File: config.mk
export PLATFORM = sky130hd
export DESIGN_NAME = project_pwm_capture
export DESIGN_NICKNAME = d
export VERILOG_FILES = /design/src/rtl/pwm_pkg.sv /design/src/rtl/project_pwm_edge_sync.sv /design/src/rtl/project_pwm_capture.sv
export SDC_FILE = /design/constraint.sdc
export NUM_CORES = 1
export LEC_CHECK = 0
export ABC_AREA = 1
export BUFFER_PORTS_ARGS = -buffer_cell sky130_fd_sc_hd__clkbuf_2
export CAP_MARGIN = 20
export CORE_MARGIN = 2
export CORE_UTILIZATION = 57
export CTS_BUF_LIST = sky130_fd_sc_hd__clkbuf_8
export DETAILED_ROUTE_END_ITERATION = 16
export GPL_TIMING_DRIVEN = 1
export PLACE_DENSITY = 0.78
export SYNTH_ARGS = -nofsm -noshare
export SYNTH_HDL_FRONTEND = slang
export SYNTH_SLANG_ARGS = --single-unit
File: constraint.sdc
create_clock -name i_clk -period 1.4 [get_ports i_clk]
set_input_delay 0.35 -clock i_clk [delete_from_list [all_inputs] [get_ports i_clk]]
set_output_delay 0.35 -clock i_clk [all_outputs]
set_load 0.005 [all_outputs]
File: src/rtl/pwm_pkg.sv
// Shared definitions for the PWM capture block: register map, register layouts, FSM states.
package pwm_pkg;

  localparam int unsigned DATA_W = 8;

  localparam int unsigned ADDR_CTRL     = 0;
  localparam int unsigned ADDR_STAT     = 1;
  localparam int unsigned ADDR_PER_MSB  = 2;
  localparam int unsigned ADDR_PER_LSB  = 3;
  localparam int unsigned ADDR_HIGH_MSB = 4;
  localparam int unsigned ADDR_HIGH_LSB = 5;

  // Bit positions inside the STAT register (also used for w1c masks).
  localparam int unsigned STAT_VALID    = 0;
  localparam int unsigned STAT_OVERFLOW = 1;
  localparam int unsigned STAT_OVERRUN  = 2;
  localparam int unsigned STAT_LEVEL    = 3;

  typedef struct packed {
    logic [4:0] rsvd;
    logic       irq_en;
    logic       invert;
    logic       en;
  } ctrl_t;

  typedef struct packed {
    logic [3:0] rsvd;
    logic       level;
    logic       overrun;
    logic       overflow;
    logic       valid;
  } stat_t;

  typedef enum logic [1:0] {
    ST_IDLE = 2'd0,
    ST_ARM  = 2'd1,
    ST_HIGH = 2'd2,
    ST_LOW  = 2'd3
  } state_e;

endpackage

File: src/rtl/project_pwm_edge_sync.sv
// Synchronizes an asynchronous level and produces one-cycle rise/fall pulses.
module project_pwm_edge_sync #(
  parameter int unsigned SYNC_STAGES = 2
) (
  input  logic clk,
  input  logic rst_n,
  input  logic async_in,
  output logic level,
  output logic rise_c,
  output logic fall_c
);

  logic [SYNC_STAGES-1:0] sync_q;
  logic                   prev_q;

  always_ff @(posedge clk or negedge rst_n) begin
    if (!rst_n) begin
      sync_q <= '0;
      prev_q <= 1'b0;
    end else begin
      sync_q <= {sync_q[SYNC_STAGES-2:0], async_in};
      prev_q <= sync_q[SYNC_STAGES-1];
    end
  end

  assign level  = sync_q[SYNC_STAGES-1];
  assign rise_c = sync_q[SYNC_STAGES-1] & ~prev_q;
  assign fall_c = ~sync_q[SYNC_STAGES-1] & prev_q;

endmodule

File: src/rtl/project_pwm_capture.sv
// PWM input capture: measures period and high time of one external waveform,
// exposed through a byte-wide register file with coherent MSB/LSB reads.
module project_pwm_capture
  import pwm_pkg::*;
#(
  parameter int unsigned WIDTH         = 16,
  parameter int unsigned SYNC_STAGES   = 2,
  parameter int unsigned ADDRESS_WIDTH = 3
) (
  input  logic                     i_clk,
  input  logic                     i_reset_n,
  input  logic                     i_pwm,
  input  logic                     i_write_en,
  input  logic [ADDRESS_WIDTH-1:0] i_address,
  input  logic [7:0]               i_data,
  output logic [7:0]               o_data,
  output logic                     o_irq
);

  localparam int unsigned  REG_W   = 16;
  localparam logic [WIDTH-1:0] CNT_MAX = '1;

  state_e           state_q, state_d;
  logic [WIDTH-1:0] cnt_q, cnt_d, cnt_inc_c, period_q, high_q;
  logic             at_max_c, cap_high_c, cap_period_c, sat_c;
  ctrl_t            ctrl_q;
  logic             inv_seen_q;
  logic             valid_q, overflow_q, overrun_q;
  logic [7:0]       per_shadow_q, high_shadow_q, rd_mux_c;
  logic [REG_W-1:0] per_reg_c, high_reg_c;
  logic             level, rise_c, fall_c, rise_eff_c, fall_eff_c;
  logic             wr_ctrl_c, wr_stat_c;
  logic [2:0]       w1c_c;
  logic             unused_c;
  stat_t            stat_c;

  project_pwm_edge_sync #(
    .SYNC_STAGES(SYNC_STAGES)
  ) u_edge_sync (
    .clk     (i_clk),
    .rst_n   (i_reset_n),
    .async_in(i_pwm),
    .level   (level),
    .rise_c  (rise_c),
    .fall_c  (fall_c)
  );

  assign rise_eff_c = ctrl_q.invert ? fall_c : rise_c;
  assign fall_eff_c = ctrl_q.invert ? rise_c : fall_c;
  assign at_max_c   = (cnt_q == CNT_MAX);
  assign cnt_inc_c  = at_max_c ? cnt_q : cnt_q + WIDTH'(1);

  assign wr_ctrl_c  = i_write_en && (i_address == ADDRESS_WIDTH'(ADDR_CTRL));
  assign wr_stat_c  = i_write_en && (i_address == ADDRESS_WIDTH'(ADDR_STAT));
  assign w1c_c      = wr_stat_c ? i_data[2:0] : 3'b000;
  assign unused_c   = ^i_data[7:3];

  assign per_reg_c  = REG_W'(period_q);
  assign high_reg_c = REG_W'(high_q);
  assign o_irq      = valid_q & ctrl_q.irq_en;

  always_ff @(posedge i_clk or negedge i_reset_n) begin
    if (!i_reset_n) begin
      state_q <= ST_IDLE;
      cnt_q   <= '0;
    end else begin
      state_q <= state_d;
      cnt_q   <= cnt_d;
    end
  end

  // Next state, counter and capture strobes; disable and invert changes override everything.
  always_comb begin
    state_d      = state_q;
    cnt_d        = cnt_q;
    cap_high_c   = 1'b0;
    cap_period_c = 1'b0;
    sat_c        = 1'b0;
    if (!ctrl_q.en) begin
      state_d = ST_IDLE;
      cnt_d   = '0;
    end else if (ctrl_q.invert != inv_seen_q) begin
      state_d = ST_ARM;
      cnt_d   = '0;
    end else begin
      case (state_q)
        ST_IDLE: begin
          state_d = ST_ARM;
          cnt_d   = '0;
        end
        ST_ARM: begin
          if (rise_eff_c) begin
            state_d = ST_HIGH;
            cnt_d   = WIDTH'(1);
          end
        end
        ST_HIGH: begin
          cnt_d = cnt_inc_c;
          sat_c = at_max_c;
          if (fall_eff_c) begin
            cap_high_c = 1'b1;
            state_d    = ST_LOW;
          end
        end
        ST_LOW: begin
          if (rise_eff_c) begin
            cap_period_c = 1'b1;
            cnt_d        = WIDTH'(1);
            state_d      = ST_HIGH;
          end else begin
            cnt_d = cnt_inc_c;
            sat_c = at_max_c;
          end
        end
        default: state_d = ST_IDLE;
      endcase
    end
  end

  always_comb begin
    stat_c          = '0;
    stat_c.valid    = valid_q;
    stat_c.overflow = overflow_q;
    stat_c.overrun  = overrun_q;
    stat_c.level    = level;
  end

  always_comb begin
    rd_mux_c = 8'h00;
    case (i_address)
      ADDRESS_WIDTH'(ADDR_CTRL):     rd_mux_c = ctrl_q;
      ADDRESS_WIDTH'(ADDR_STAT):     rd_mux_c = stat_c;
      ADDRESS_WIDTH'(ADDR_PER_MSB):  rd_mux_c = per_reg_c[15:8];
      ADDRESS_WIDTH'(ADDR_PER_LSB):  rd_mux_c = per_shadow_q;
      ADDRESS_WIDTH'(ADDR_HIGH_MSB): rd_mux_c = high_reg_c[15:8];
      ADDRESS_WIDTH'(ADDR_HIGH_LSB): rd_mux_c = high_shadow_q;
      default:                       rd_mux_c = 8'h00;
    endcase
  end

  // Register file, status flags (hardware set beats w1c) and read path with LSB shadows.
  always_ff @(posedge i_clk or negedge i_reset_n) begin
    if (!i_reset_n) begin
      ctrl_q        <= '0;
      inv_seen_q    <= 1'b0;
      period_q      <= '0;
      high_q        <= '0;
      valid_q       <= 1'b0;
      overflow_q    <= 1'b0;
      overrun_q     <= 1'b0;
      per_shadow_q  <= 8'h00;
      high_shadow_q <= 8'h00;
      o_data        <= 8'h00;
    end else begin
      if (wr_ctrl_c) begin
        ctrl_q <= ctrl_t'({5'b00000, i_data[2:0]});
      end
      inv_seen_q <= ctrl_q.invert;
      if (cap_high_c) begin
        high_q <= cnt_q;
      end
      if (cap_period_c) begin
        period_q <= cnt_q;
      end
      valid_q    <= cap_period_c | (valid_q & ~w1c_c[STAT_VALID]);
      overflow_q <= sat_c | (overflow_q & ~w1c_c[STAT_OVERFLOW]);
      overrun_q  <= (cap_period_c & valid_q) | (overrun_q & ~w1c_c[STAT_OVERRUN]);
      if (!i_write_en) begin
        o_data <= rd_mux_c;
        if (i_address == ADDRESS_WIDTH'(ADDR_PER_MSB)) begin
          per_shadow_q <= per_reg_c[7:0];
        end
        if (i_address == ADDRESS_WIDTH'(ADDR_HIGH_MSB)) begin
          high_shadow_q <= high_reg_c[7:0];
        end
      end
    end
  end

endmodule

==> metrics.json, run 1 <==
{
  "logic_synthesis": {
    "mappedNetlistNets": 479,
    "synth.ff_latch_count": 84,
    "synth_top_cell_by_area": "dfrtp_1",
    "syn_area_per_cell_um2": 8.594,
    "syn-instance-count": 463,
    "seq_area_frac_synth": 0.5283,
    "synth_cell_types": 29,
    "yosys_warnings": 0,
    "yosys-top-cells-area": "dfrtp_1 53%, nand2_1 13%, o21ai_0 4.3%",
    "netlist_area_um2": 3979,
    "netlist.area_leader.share": 0.5283
  },
  "sta": {
    "timing.slew.headroom": 0.6942,
    "worst_pin_slew_ps": 455.1,
    "final_number_of_max_transition_violations": 0,
    "clock-skew-final_ps": 19.46,
    "timing.final.hold_violations": 0,
    "max_freq_mhz": 598.3,
    "layout_worst_path_cycle_share": 1.194,
    "hold_slack_ps": 61.16,
    "unrepaired_setup_endpoints_after_global_routing": "true",
    "layout_min_cycle_time_ps": 1672,
    "post-route-worst-setup-slack_ps": -271.5,
    "setup_viol": 53
  },
  "status": {
    "violations": "setup timing",
    "run_status": "complete, but fails checks"
  },
  "clock_network": {
    "clock_latency_ps": 390,
    "cts.path.max_buffers": 2,
    "path_clk_slew_ps": 100,
    "clock-sinks": 84,
    "clockRootBuffer": "clkbuf_8",
    "htree_num_levels": 3,
    "cts_made_buffers": 9,
    "cts_tree": "built"
  },
  "power": {
    "total_leakage_power_uw": 0.002722,
    "ir_worst_vdd_uv": 788.3,
    "pwr_density_cell_nw_per_um2": 986.2
  },
  "worst_hold_path": {
    "timing.hold.worst.start": "i_pwm",
    "min_path_type": "input pin to flip-flop",
    "holdPathEnd": "u_edge_sync.sync_q[0]$_DFF_PN0_",
    "min_path_cells": 1
  },
  "worst_setup_path": {
    "r2r-start": "ctrl_q[1]$_DFFE_PN0P_",
    "crit-reg2reg-capture": "high_q[10]$_DFFE_PN0P_",
    "critical_path_required_ps": 1660,
    "crit_type": "flip-flop to flip-flop",
    "cp-end-kind": "flip-flop",
    "critPathArrivalTime_ps": 1930,
    "regToRegSetupSlack_ps": -270,
    "startpoint_class_of_the_critical_path": "flip-flop",
    "crit_fanout": 8,
    "r2r.worst_path.cells": 9
  },
  "placed_design": {
    "post-place-ws_ps": -99.78,
    "place_congestion": 0.8604,
    "port-buffer-count": 18,
    "place_hpwl_um": 6410,
    "placedInstanceArea_um2": 4507
  },
  "die": {
    "row_count": 30,
    "core_area_um2": 6756,
    "io-pin-count": 24,
    "die_height_um": 87.55,
    "fp.dieW_um": 87.55,
    "design.die.area_um2": 7665,
    "initial_core_util": 0.5889
  },
  "global_route": {
    "grt_remaining_overflow": 0,
    "global_route_usage_over_all_layers": 0.2967,
    "grt_antenna_before_repair": 0,
    "globalRouteMet2Util": 0.4952,
    "grt_first_pass_wirelength_um": 17210,
    "first_global_vias": 3556,
    "gr-usage-met3": 0.04807,
    "grt_use_met1": 0.3849,
    "global_route.peak_usage_layer": "met2",
    "grt_max_degree": 41
  },
  "routing": {
    "route.detailed.drc": 0,
    "detail_route.iter0.violations": 464,
    "routed_via_count_divided_by_cell_count": 6.488,
    "route.antenna.remaining_nets": 0,
    "drtPass1Iterations": 6,
    "route.vias.total": 4172,
    "wirelength_um": 14400,
    "avgRoutedWirePerCell_um": 22.39
  },
  "cells_and_area": {
    "syn2layout_area_growth_pct": 42.23,
    "postLayoutCoreUtil": 0.8376,
    "insertedDiodeCount": 0,
    "fillcell_total": 315,
    "multi_input_comb_area_um2": 2105,
    "area.sequential_um2": 2103,
    "share_of_layout_cells_above_drive_strength_1": 0.4156,
    "final_net_count": 574,
    "post-route-cell-area_um2": 5659
  },
  "job": {
    "drv.max_cap_violation_count": 0
  }
}
==> cell type report <==
class	count	area share
Multi-Input combinational cell	322	0.3719
Sequential cell	84	0.3717
Timing Repair Buffer	95	0.1665
Inverter	46	0.03140
Clock buffer	10	0.02432
Tap cell	80	0.01769
Clock inverter	6	0.01658
==> what timing repair did <==
action / CTS / global route
gates resized for setup: 20 / 128
gates cloned: 3 / 6
setup endpoints to repair: 49 / 54
buffers inserted: 12 / 10
hold buffers: 1 / 0
hold endpoints to repair: 18 / 0
pin swaps: 3 / 16
==> stage by stage <==
step           cells  setup TNS, ps  total power, uW
6_report         643          -9022             5581
2_1_floorplan    463         -99.43             2945
5_1_grt          643         -11960             5727
3_3_place_gp     595         -701.9             3215
3_5_place_dp     595          -2751             3238
4_1_cts          627          -2225             5278
==> report_power, final <==
group	total, uW	internal (uW)	switching, uW
sequential	2610	2520	84.5
combinational	896	362	534
clock	2080	1070	1010
==> registers in the layout (all words and copies together) (netlist names), 2 cells and up <==
| signal | count |
|---|---|
| cnt_q | 16 |
| ctrl_q | 3 |
| high_q | 16 |
| high_shadow_q | 8 |
| o_data | 8 |
| per_reg_c | 16 |
| per_shadow_q | 8 |
| state_q | 2 |
| u_edge_sync.sync_q | 2 |
==> logic make-up after synthesis <==
kind of cell,count (synthesis),synth area share
AO/OA/AOI/OAI,68,0.08837
adder cells (fa/ha/maj),1,0.003144
buffers and inverters,59,0.06667
flip-flops,84,0.5283
multiplexers,12,0.03774
AND/OR/NAND/NOR,239,0.2758
==> how the worst max path moves through the flow <==
| stage | start | endpoint | slack [ps] | cells after the start |
|---|---|---|---|---|
| 6_report | ctrl_q[1]$_DFFE_PN0P_ | high_q[10]$_DFFE_PN0P_ | -270 | 9 |
| 5_1_grt | cnt_q[1]$_DFFE_PN0P_ | cnt_q[7]$_DFFE_PN0P_ | -330 | 11 |
| 4_1_cts | ctrl_q[1]$_DFFE_PN0P_ | cnt_q[15]$_DFFE_PN0P_ | -110 | 9 |
| 3_5_place_dp | ctrl_q[1]$_DFFE_PN0P_ | high_q[2]$_DFFE_PN0P_ | -100 | 9 |
| 3_3_place_gp | cnt_q[0]$_DFFE_PN0P_ | cnt_q[0]$_DFFE_PN0P_ | -40 | 10 |
| 2_1_floorplan | cnt_q[0]$_DFFE_PN0P_ | cnt_q[10]$_DFFE_PN0P_ | -10 | 11 |
==> cell usage in the layout, fill, tap and decap left out, types with 8 or more instances in the layout <==
cell type	count
nand3_1	8
buf_4	51
o21ai_0	16
clkbuf_8	10
buf_12	8
nand3_2	17
nand4_1	16
nor2_1	35
mux2_2	8
nand2_4	26
clkbuf_2	17
buf_6	11
nand2_2	20
nand2_1	101
o21ai_1	15
inv_1	39
o21ai_2	21
a21oi_1	10
dfrtp_1	83
==> worst max-delay path: stages (launching register included) <==
cell and delay, ps:
dfrtp_2 470, inv_4 80, nand2_4 70, buf_6 100, nand4_4 130, inv_4 100
nand3_4 160, buf_12 220, nand2_1 110, o21ai_1 100
==> synth_stat cells, drive strengths merged <==
cell type  number
a21oi          12
buf            13
dfrtp          84
ha              1
inv            46
mux2           12
nand2         148
nand3          28
nand4          17
nor2           40
nor3            6
o211ai          1
o21ai          54
o22ai           1
==> per-layer routing <==
layer / wire [um] / vias up
met1: 5039 / 1989
met2: 6950 / 363
li1: - / 1698
met3: 1400 / 122
met5: 0 / -
met4: 1004 / 0
Power figures use the tool's default switching activity.
==> run 2: changes to the inputs <==
ABC_AREA = 0   (was 1)
==> metrics.json, run 2 <==
{
  "status": {
    "run_status": "complete, but fails checks",
    "violations": "setup timing"
  },
  "power": {
    "totalPowerFinal_uw": 5214,
    "ir_worst_vdd_uv": 670.2,
    "power.clock.fraction": 0.303,
    "pwr-share-seq": 0.504,
    "internal_power_uw": 3682,
    "p_sw_frac": 0.2938,
    "pwr_density_cell_nw_per_um2": 958.3,
    "switching_power_uw": 1532,
    "share_comb_of_total_power": 0.193,
    "total_leakage_power_uw": 0.002572
  },
  "sta": {
    "timing.slew.headroom": 0.6763,
    "timing.final.hold_violations": 0,
    "unrepaired_setup_endpoints_after_global_routing": "true",
    "layout_worst_path_cycle_share": 1.318,
    "max_freq_mhz": 542.1,
    "post-route-worst-setup-slack_ps": -444.6,
    "layout_min_cycle_time_ps": 1845,
    "hold_slack_ps": 92.49,
    "worst_pin_slew_ps": 481.1,
    "clock-skew-final_ps": 13.10,
    "final_number_of_max_transition_violations": 0,
    "setup_viol": 54
  },
  "logic_synthesis": {
    "asyncSetResetFlopFracSynth": 1.000,
    "synth_top_cell_by_area": "dfrtp_1",
    "syn-instance-count": 332,
    "netlist_area_um2": 3901,
    "synth.ff_latch_count": 84,
    "yosys-top-cells-area": "dfrtp_1 54%, mux2_2 16%, nand2_1 2.5%",
    "yosys_warnings": 0,
    "seq_area_frac_synth": 0.5388,
    "syn_area_per_cell_um2": 11.75,
    "synth_most_common_cell": "dfrtp_1",
    "netlist.area_leader.share": 0.5388,
    "postSynth.topFlopCell": "dfrtp_1",
    "synth_cell_types": 54,
    "mappedNetlistNets": 348,
    "number_of_synthesized_flops_with_an_enable_pin": 0,
    "netlist_top_cells_count": "84 x dfrtp_1, 57 x mux2_2, 26 x nand2_1"
  },
  "clock_network": {
    "cts_tree": "built",
    "path_clk_slew_ps": 90,
    "clock-sinks": 84,
    "cts_made_buffers": 9,
    "cts.path.max_buffers": 2,
    "htree_num_levels": 3,
    "clock_latency_ps": 360,
    "clockRootBuffer": "clkbuf_8"
  },
  "die": {
    "row_count": 30,
    "fp.dieW_um": 86.73,
    "io-pin-count": 24,
    "core_area_um2": 6719,
    "initial_core_util": 0.5806,
    "die_height_um": 86.73,
    "design.die.area_um2": 7522
  },
  "global_route": {
    "grt_remaining_overflow": 0,
    "grt_first_pass_wirelength_um": 16390,
    "grt_max_degree": 26,
    "gr-usage-met3": 0.06476,
    "global_route_usage_over_all_layers": 0.2899,
    "global_route.peak_usage_layer": "met2",
    "first_global_vias": 3309,
    "globalRouteMet2Util": 0.4776,
    "grt_use_met1": 0.3698,
    "grt_antenna_before_repair": 0
  },
  "worst_setup_path": {
    "crit_slowest_cell": "or4_4",
    "cpLargestDelayFamily": "simple AND/OR/NAND/NOR gates",
    "cp-end-kind": "flip-flop",
    "critical_path_cell_by_cell": "nand4_1 > or4_4 > buf_8 > nand3b_1 > a21oi_1 > o22ai_1",
    "startpoint_class_of_the_critical_path": "flip-flop",
    "critical-path-max-stage-delay_ps": 630,
    "critPathArrivalTime_ps": 2110,
    "crit_fanout": 7,
    "crit_type": "flip-flop to flip-flop",
    "critical_path.n_buffers_inverters": 1,
    "critical_path_required_ps": 1660
  },
  "placed_design": {
    "port-buffer-count": 18,
    "place_hpwl_um": 6693,
    "place_congestion": 0.8805
  },
  "worst_hold_path": {
    "min_path_type": "input pin to flip-flop"
  },
  "cells_and_area": {
    "final_net_count": 443,
    "postLayoutCoreUtil": 0.8097,
    "syn2layout_area_growth_pct": 39.45,
    "share_of_layout_cells_above_drive_strength_1": 0.5278,
    "layout_commonest_cell": "dfrtp_1",
    "mostFrequentLayoutCells": "79 x dfrtp_1, 62 x buf_4, 33 x mux2_4",
    "insertedDiodeCount": 0
  },
  "routing": {
    "routed_via_count_divided_by_cell_count": 6.621,
    "route.detailed.drc": 0,
    "route.vias.total": 3390,
    "wirelength_um": 11960,
    "detail_route.iter0.violations": 305,
    "drtPass1Iterations": 5,
    "avgRoutedWirePerCell_um": 23.37,
    "route.antenna.remaining_nets": 0
  },
  "job": {
    "drv.max_cap_violation_count": 0
  }
}
-- run 2: cell types whose count changed after synthesis, sizes merged, moves of 5 or more --
cell    delta
a221oi     +5
a22oi      +5
a31oi      +6
clkbuf    +13
inv       -39
mux2      +45
nand2    -122
nand3     -14
nand4      -9
nor2      -27
o21ai     -41
-- run 2: what timing repair did --
| action | in CTS | in global routing |
|---|---|---|
| endpoints found under the setup margin | 54 | 56 |
| buffers inserted | 2 | 6 |
| resized for setup | 36 | 55 |
| endpoints found under the hold margin | 22 | 0 |
| hold buffers | 1 | 0 |
| gates cloned | 1 | 4 |
| pin swaps | 6 | 13 |
-- run 2: final cells by class --
| class | instances | area, um^2 |
|---|---|---|
| clock buffers | 9 | 123.9 |
| clock inverters | 7 | 50.05 |
| fillers | 319 | 1279 |
| inverters | 7 | 26.28 |
| multi-input cells | 219 | 2066 |
| flip-flops and latches | 84 | 2108 |
| well taps | 80 | 100.1 |
| repair buffers | 106 | 965.9 |
-- run 2: path summary, 6_finish.rpt --
kind | cells past startpoint | startpoint | to | slack [ps]
max in group asynchronous | 3 | i_reset_n | cnt_q[6]$_DFFE_PN0P_ | 460
setup / recovery | 6 | cnt_q[8]$_DFFE_PN0P_ | cnt_q[9]$_DFFE_PN0P_ | -440
hold / removal | 1 | i_pwm | u_edge_sync.sync_q[0]$_DFF_PN0_ | 90
min in group asynchronous | 2 | i_reset_n | high_shadow_q[0]$_DFFE_PN0P_ | 460
setup reg to reg | 6 | cnt_q[8]$_DFFE_PN0P_ | cnt_q[9]$_DFFE_PN0P_ | -440
hold reg to reg | 0 | u_edge_sync.sync_q[0]$_DFF_PN0_ | u_edge_sync.sync_q[1]$_DFF_PN0_ | 360
-- run 2: kinds of logic after synthesis --
family	Yosys count	share of synthesized area
AOI/OAI and AO/OA	67	0.1151
xor gates and xnor gates	2	0.009302
adders and majority gates	1	0.003207
buffers and inverters	29	0.03464
DFF	84	0.5388
muxes	60	0.1754
and+or+nand+nor	89	0.1235
-- run 2: power by group through the flow --
stage / Combinational, uW / Clock [uW] / Sequential (uW)
after floorplan: 389 / 0 / 2660
after global placement: 729 / 0 / 2650
after detailed placement: 748 / 0 / 2660
after CTS: 803 / 1580 / 2620
after global routing: 1070 / 1700 / 2640
final: 1010 / 1580 / 2630
-- run 2: worst register-to-register path, cell delays in order, from the launching register on --
cell	delay, ps
dfrtp_1	370
nand4_1	170
or4_4	630
buf_8	180
nand3b_1	140
a21oi_1	110
o22ai_1	170
-- run 2: per-stage QoR --
| stage | instance area (um^2) | setup slack [ps] | std cells | setup TNS (ps) |
|---|---|---|---|---|
| 2_1_floorplan | 4096 | -376.4 | 332 | -11220 |
| 3_3_place_gp | 4796 | -336.6 | 483 | -15150 |
| 3_5_place_dp | 4796 | -405.3 | 483 | -18410 |
| 4_1_cts | 5137 | -318.5 | 503 | -11710 |
| 5_1_grt | 5440 | -464.6 | 512 | -18470 |
| 6_report | 5440 | -444.6 | 512 | -16350 |
-- run 2: routing by layer --
metal	share of wire	up-vias	routed length [um]
met5	0	-	0
met4	0.048	0	569
met3	0.071	66	847
met2	0.49	197	5866
met1	0.39	1701	4680
li1	-	1426	-
